## src/rtl/eu_icon_read_arbiter_pkg.sv

```systemverilog
// rtl/eu_icon_read_arbiter_pkg.sv - shared types for the EU operand-read arbiter
package eu_icon_read_arbiter_pkg;

  localparam int LOG2_NUM_EXEC_UNITS = 2;
  localparam int EU_ADDR_W           = 16;
  localparam int EU_DATA_W           = 32;

  typedef logic [EU_ADDR_W-1:0] type_exec_unit_addr;
  typedef logic [EU_DATA_W-1:0] type_exec_unit_data;

  typedef enum logic [1:0] {
    IDLE  = 2'd0,
    ISSUE = 2'd1,
    RESP  = 2'd2
  } type_icon_rd_arb_state;

endpackage

```

## src/rtl/eu_icon_read_arbiter_rr_priority_pick.sv

```systemverilog
// rtl/eu_icon_read_arbiter_rr_priority_pick.sv - combinational round-robin first-set-bit picker
module eu_icon_read_arbiter_rr_priority_pick #(
  parameter int N     = 4,
  parameter int PTR_W = (N > 1) ? $clog2(N) : 1
) (
  input  logic [N-1:0]     req,
  input  logic [PTR_W-1:0] rr_ptr,
  output logic [PTR_W-1:0] grant_idx,
  output logic             any_req
);

  // Scan rr_ptr, rr_ptr+1, ... wrapping by explicit compare so non-power-of-2 N works
  always_comb begin
    int idx;
    idx       = 0;
    grant_idx = '0;
    any_req   = 1'b0;
    for (int i = 0; i < N; i++) begin
      idx = int'(rr_ptr) + i;
      if (idx >= N) idx = idx - N;
      if (!any_req && req[PTR_W'(idx)]) begin
        any_req   = 1'b1;
        grant_idx = PTR_W'(idx);
      end
    end
  end

endmodule

```

## src/rtl/eu_icon_read_arbiter.sv

```systemverilog
// rtl/eu_icon_read_arbiter.sv - round-robin, bounded-retry arbiter for one EU operand-read port
module eu_icon_read_arbiter
  import eu_icon_read_arbiter_pkg::*;
#(
  parameter int                             NUM_REQUESTERS = 4,
  parameter int                             MAX_RETRIES    = 3,
  parameter logic [LOG2_NUM_EXEC_UNITS-1:0] EU_IDX         = '0
) (
  input  logic                                clk,
  input  logic                                reset_n,
  input  logic [NUM_REQUESTERS-1:0]           req_valid_i,
  input  logic [NUM_REQUESTERS*EU_ADDR_W-1:0] req_addr_i,
  output logic [NUM_REQUESTERS-1:0]           resp_valid_o,
  output logic [EU_DATA_W-1:0]                resp_data_o,
  output logic [EU_ADDR_W-1:0]                icon_tx_addr_o,
  output logic                                icon_tx_req_valid_o,
  input  logic [EU_DATA_W-1:0]                icon_tx_data_i,
  input  logic                                icon_tx_success_i
);

  localparam int PTR_W = $clog2(NUM_REQUESTERS);
  localparam int CNT_W = $clog2(MAX_RETRIES + 1);

  type_icon_rd_arb_state state_q, state_d;
  logic [PTR_W-1:0]      rr_ptr_q, rr_ptr_d;
  logic [PTR_W-1:0]      grant_idx_q, grant_idx_d;
  logic [CNT_W-1:0]      retry_cnt_q, retry_cnt_d;
  type_exec_unit_addr    addr_q, addr_d;
  type_exec_unit_data    data_q, data_d;

  logic [PTR_W-1:0]      pick_idx;
  logic                  any_req;
  logic [PTR_W-1:0]      after_grant;

  eu_icon_read_arbiter_rr_priority_pick #(
    .N     (NUM_REQUESTERS),
    .PTR_W (PTR_W)
  ) u_pick (
    .req       (req_valid_i),
    .rr_ptr    (rr_ptr_q),
    .grant_idx (pick_idx),
    .any_req   (any_req)
  );

  // Pointer position just past the current grant, wrapping by compare
  assign after_grant = (grant_idx_q == PTR_W'(NUM_REQUESTERS - 1)) ? '0 : grant_idx_q + PTR_W'(1);

  // State and datapath registers
  always_ff @(posedge clk or negedge reset_n) begin
    if (!reset_n) begin
      state_q     <= IDLE;
      rr_ptr_q    <= '0;
      grant_idx_q <= '0;
      retry_cnt_q <= '0;
      addr_q      <= '0;
      data_q      <= '0;
    end else begin
      state_q     <= state_d;
      rr_ptr_q    <= rr_ptr_d;
      grant_idx_q <= grant_idx_d;
      retry_cnt_q <= retry_cnt_d;
      addr_q      <= addr_d;
      data_q      <= data_d;
    end
  end

  // Next-state: grant in IDLE, issue/retry/yield/abort in ISSUE, single-cycle response in RESP
  always_comb begin
    state_d     = state_q;
    rr_ptr_d    = rr_ptr_q;
    grant_idx_d = grant_idx_q;
    retry_cnt_d = retry_cnt_q;
    addr_d      = addr_q;
    data_d      = data_q;
    case (state_q)
      IDLE: begin
        if (any_req) begin
          grant_idx_d = pick_idx;
          addr_d      = req_addr_i[int'(pick_idx)*EU_ADDR_W +: EU_ADDR_W];
          retry_cnt_d = '0;
          state_d     = ISSUE;
        end
      end
      ISSUE: begin
        if (!req_valid_i[grant_idx_q]) begin
          // Requester withdrew: drop the read without moving the fairness pointer
          state_d = IDLE;
        end else if (icon_tx_success_i) begin
          data_d  = icon_tx_data_i;
          state_d = RESP;
        end else if (retry_cnt_q == CNT_W'(MAX_RETRIES - 1)) begin
          // Operand still not produced: yield so other requesters get the port
          rr_ptr_d = after_grant;
          state_d  = IDLE;
        end else begin
          retry_cnt_d = retry_cnt_q + CNT_W'(1);
        end
      end
      RESP: begin
        rr_ptr_d = after_grant;
        state_d  = IDLE;
      end
      default: state_d = IDLE;
    endcase
  end

  // Outputs decoded from registered state only
  always_comb begin
    icon_tx_req_valid_o = (state_q == ISSUE);
    icon_tx_addr_o      = (state_q == ISSUE) ? addr_q : '0;
    resp_valid_o        = '0;
    resp_data_o         = '0;
    if (state_q == RESP) begin
      resp_valid_o = {{(NUM_REQUESTERS-1){1'b0}}, 1'b1} << grant_idx_q;
      resp_data_o  = data_q;
    end
  end

  a_resp_onehot0 : assert property (@(posedge clk) disable iff (!reset_n) $onehot0(resp_valid_o))
    else $error("eu_icon_read_arbiter[%0d]: multiple resp_valid bits %b", EU_IDX, resp_valid_o);

  a_tx_in_issue : assert property (@(posedge clk) disable iff (!reset_n) icon_tx_req_valid_o |-> (state_q == ISSUE))
    else $error("eu_icon_read_arbiter[%0d]: tx request outside ISSUE", EU_IDX);

endmodule

```

## config.mk

```make
export PLATFORM = sky130hd
export DESIGN_NAME = eu_icon_read_arbiter
export DESIGN_NICKNAME = d
export VERILOG_FILES = /design/src/rtl/eu_icon_read_arbiter_pkg.sv /design/src/rtl/eu_icon_read_arbiter_rr_priority_pick.sv /design/src/rtl/eu_icon_read_arbiter.sv
export SDC_FILE = /design/constraint.sdc
export NUM_CORES = 1
export LEC_CHECK = 0
export ABC_CLOCK_PERIOD_IN_PS = 2780
export BUFFER_PORTS_ARGS = -buffer_cell sky130_fd_sc_hd__buf_2
export CAP_MARGIN = 20
export CORE_MARGIN = 4
export CORE_UTILIZATION = 46
export CTS_CLUSTER_SIZE = 14
export DETAILED_ROUTE_END_ITERATION = 10
export HOLD_SLACK_MARGIN = 0.05
export PLACE_DENSITY = 0.83
export SKIP_CTS_REPAIR_TIMING = 1
export SLEW_MARGIN = 20
export SYNTH_ARGS = -nofsm -noshare
export SYNTH_HDL_FRONTEND = slang
export SYNTH_HIERARCHICAL = 1
export SYNTH_SLANG_ARGS = --single-unit
```

## constraint.sdc

```tcl
create_clock -name clk -period 2.78 [get_ports clk]
set_input_delay 0.139 -clock clk [delete_from_list [all_inputs] [get_ports clk]]
set_output_delay 0.139 -clock clk [all_outputs]
set_load 0.01 [all_outputs]
```

==> results.json <==
{
  "ant_nets": 0,
  "fin_crit_ps": 2280,
  "relSlewSlack_pct": 45.7,
  "worst_pin_slew_ps": 813,
  "cts_tree": "yes",
  "yosysMostFrequentCell": "dfrtp_1",
  "drv_cap": 0,
  "fin_cells": 505,
  "cts_buffers": 5,
  "grt_use_total_pct": 18.5,
  "tns_ps": 0,
  "drc": 0,
  "power_leakage_nw": 2.18,
  "wl_per_cell_um": 14.9,
  "grt_overflow_total": 0,
  "dieArea_mm2": 0.00815,
  "critical_path_class": "reg -> reg",
  "ys_warn_count": 6,
  "worstPathCellList": "and2b_2 -> nand3_2 -> mux2_2",
  "powerDensity_mw_per_mm2": 893,
  "rsz0062_at_grt": "no",
  "die_w_um": 90.3,
  "fin_crit_sh_pct": 82.0,
  "core_mm2": 0.00646,
  "place_area_mm2": 0.00393,
  "peakVddDrop_mv": 0.415,
  "slowest_stage": "nand3_2",
  "fmax_ghz": 0.439,
  "antenna_cells": 0,
  "rows": 29,
  "design_area_mm2": 0.00409,
  "dr_total_vias": 2592,
  "synth_area_per_cell_um2": 11.4,
  "synth_edf_count": 0,
  "status": "finished, final reports clean",
  "synth.top_cell.area_share_pct": 45.0,
  "yosysTopAreaCell": "dfrtp_1",
  "fin_hold_ws_ps": 58.2,
  "vias_per_cell": 5.13,
  "placedCellCount": 493,
  "areaGrowthSynthToFinish_pct": 31.5,
  "synthTopCellsByArea": "dfrtp_1 45%, mux2_2 12%, mux4_2 12%",
  "port_buffers": 155,
  "drive_above_1_share_pct": 52.1,
  "clock_skew_ps": 6.36,
  "drv_slew": 0,
  "drt_iter0_drc": 43,
  "drt_pass1_iterations": 4,
  "worstSetupEndpointType": "register",
  "cts.sinks": 56,
  "clock_latency_ps": 300,
  "antenna_found_initial": 0,
  "startpoint_type": "register",
  "asyncSetResetFlopFracSynth_pct": 100,
  "ys_ff_latch": 56,
  "crit_arrival_ps": 2470,
  "grt_pass1_wl_mm": 12.3,
  "clockBufferDepth": 2,
  "syn_area_mm2": 0.00311,
  "min_path_type": "in -> reg",
  "yosysUniqueCellTypes": 33,
  "postRouteWirelength_mm": 7.52,
  "syn_inst": 273,
  "max_stage_delay_ps": 690,
  "critPathMaxFanout": 33,
  "die_h_um": 90.3,
  "setup_viol": 0,
  "initial_utilization_pct": 48.2,
  "grt_pass1_vias": 2679,
  "io_pins": 156,
  "yosys-top-cells-count": "56 x dfrtp_1, 52 x and2_1, 51 x nand2_1",
  "cts-root-buf": "clkbuf_8",
  "clk_pin_slew_ps": 100,
  "hpwl_mm": 5.96,
  "final_nets": 535,
  "crit_required_ps": 2980,
  "grt_max_degree": 34,
  "yosysSeqAreaShare_pct": 45.0,
  "ys.flop_type": "dfrtp_1",
  "ctsHtreeMaxLevel": 2,
  "routabilityCongestion": 0.772,
  "synth_fp_nets": 381,
  "hold_viol_final": 0
}
-- final cells by class --
class                           instances  area (µm²)
Clock buffer                            5        68.8
Clock inverter                          3        47.5
Fill cell                             557        2370
Inverter                               11        41.3
Multi-Input combinational cell        190        1590
Sequential cell                        56        1400
Tap cell                               77        96.3
Timing Repair Buffer                  163         846
-- routing by layer --
layer	GRT usage (%)	up-vias	wire length (µm)
met1	21.6	1210	2960
met4	4.85	0	97
met3	6.75	7	732
met5	0	-	0
met2	32.2	133	3730
li1	-	1242	-
-- layout by cell type (no fill, tap or decap) --
cell and n:
nand3_2 1, clkbuf_8 5, o221ai_1 1, and2_1 52, or4b_1 1, a221o_1 1, nor3b_4 1, mux2_2 33
and3b_2 1, bufinv_16 1, buf_2 155, a21oi_2 1, mux2i_1 3, ha_1 5, nor2_1 2, and2b_2 1
buf_4 4, nor2b_1 1, nand2b_1 1, dfrtp_1 56, mux4_2 16, inv_1 10, nand4bb_1 1, o21ai_0 3
a21oi_1 3, mux4_1 1, inv_2 1, nand2_1 51, o2bb2ai_1 1, or2b_2 1, dlygate4sd3_1 4, o22ai_1 1
clkinv_4 2, nand3_1 2, a222oi_1 2, or3b_1 1, nor3b_1 1, a211oi_1 1
-- kinds of logic after synthesis --
| kind of cell | share of synthesized area [%] |
|---|---|
| AOI/OAI and AO/OA | 3.10 |
| adders and majority gates | 2.01 |
| buffers and inverters | 4.34 |
| DFF | 45.0 |
| muxes | 25.3 |
| and+or+nand+nor | 20.2 |
-- final timing paths --
kind / startpoint / endpoint / slack [ps] / depth (start not counted)
worst max-delay path: state_q[1] / data_q[3] / 500 / 3
min in group asynchronous: reset_n / data_q[26] / 390 / 2
worst max register to register: state_q[1] / data_q[3] / 500 / 3
worst min register to register: addr_q[5] / addr_q[5] / 480 / 2
worst min-delay path: icon_tx_data_i[2] / data_q[2] / 60 / 2
max in group asynchronous: reset_n / data_q[24] / 1590 / 3
-- worst max-delay path: cells and delay by family (launching register included) --
kind          cells  cell delay [ps]
simple gates      2             1120
mux               1              540
flops             1              490
-- where the power goes --
group | switching (mW) | internal [mW]
clock network | 0.266 | 0.272
logic | 0.806 | 0.867
registers | 0.223 | 1.22
total | 1.30 | 2.36
-- flip-flops by register name (all words and copies together), names as in the netlist --
signal       cells
addr_q          16
data_q          32
grant_idx_q      2
retry_cnt_q      2
rr_ptr_q         2
state_q          2
-- stage by stage --
step	total power, mW	util, %	setup WS, ps
global route	3.97	63.4	324
detailed placement	3.15	60.8	519
CTS	3.70	62.7	492
floorplan	2.65	-	649
finish	3.65	63.4	501
global placement	3.06	60.8	580
Note: power is estimated with default switching activity, not from simulation.
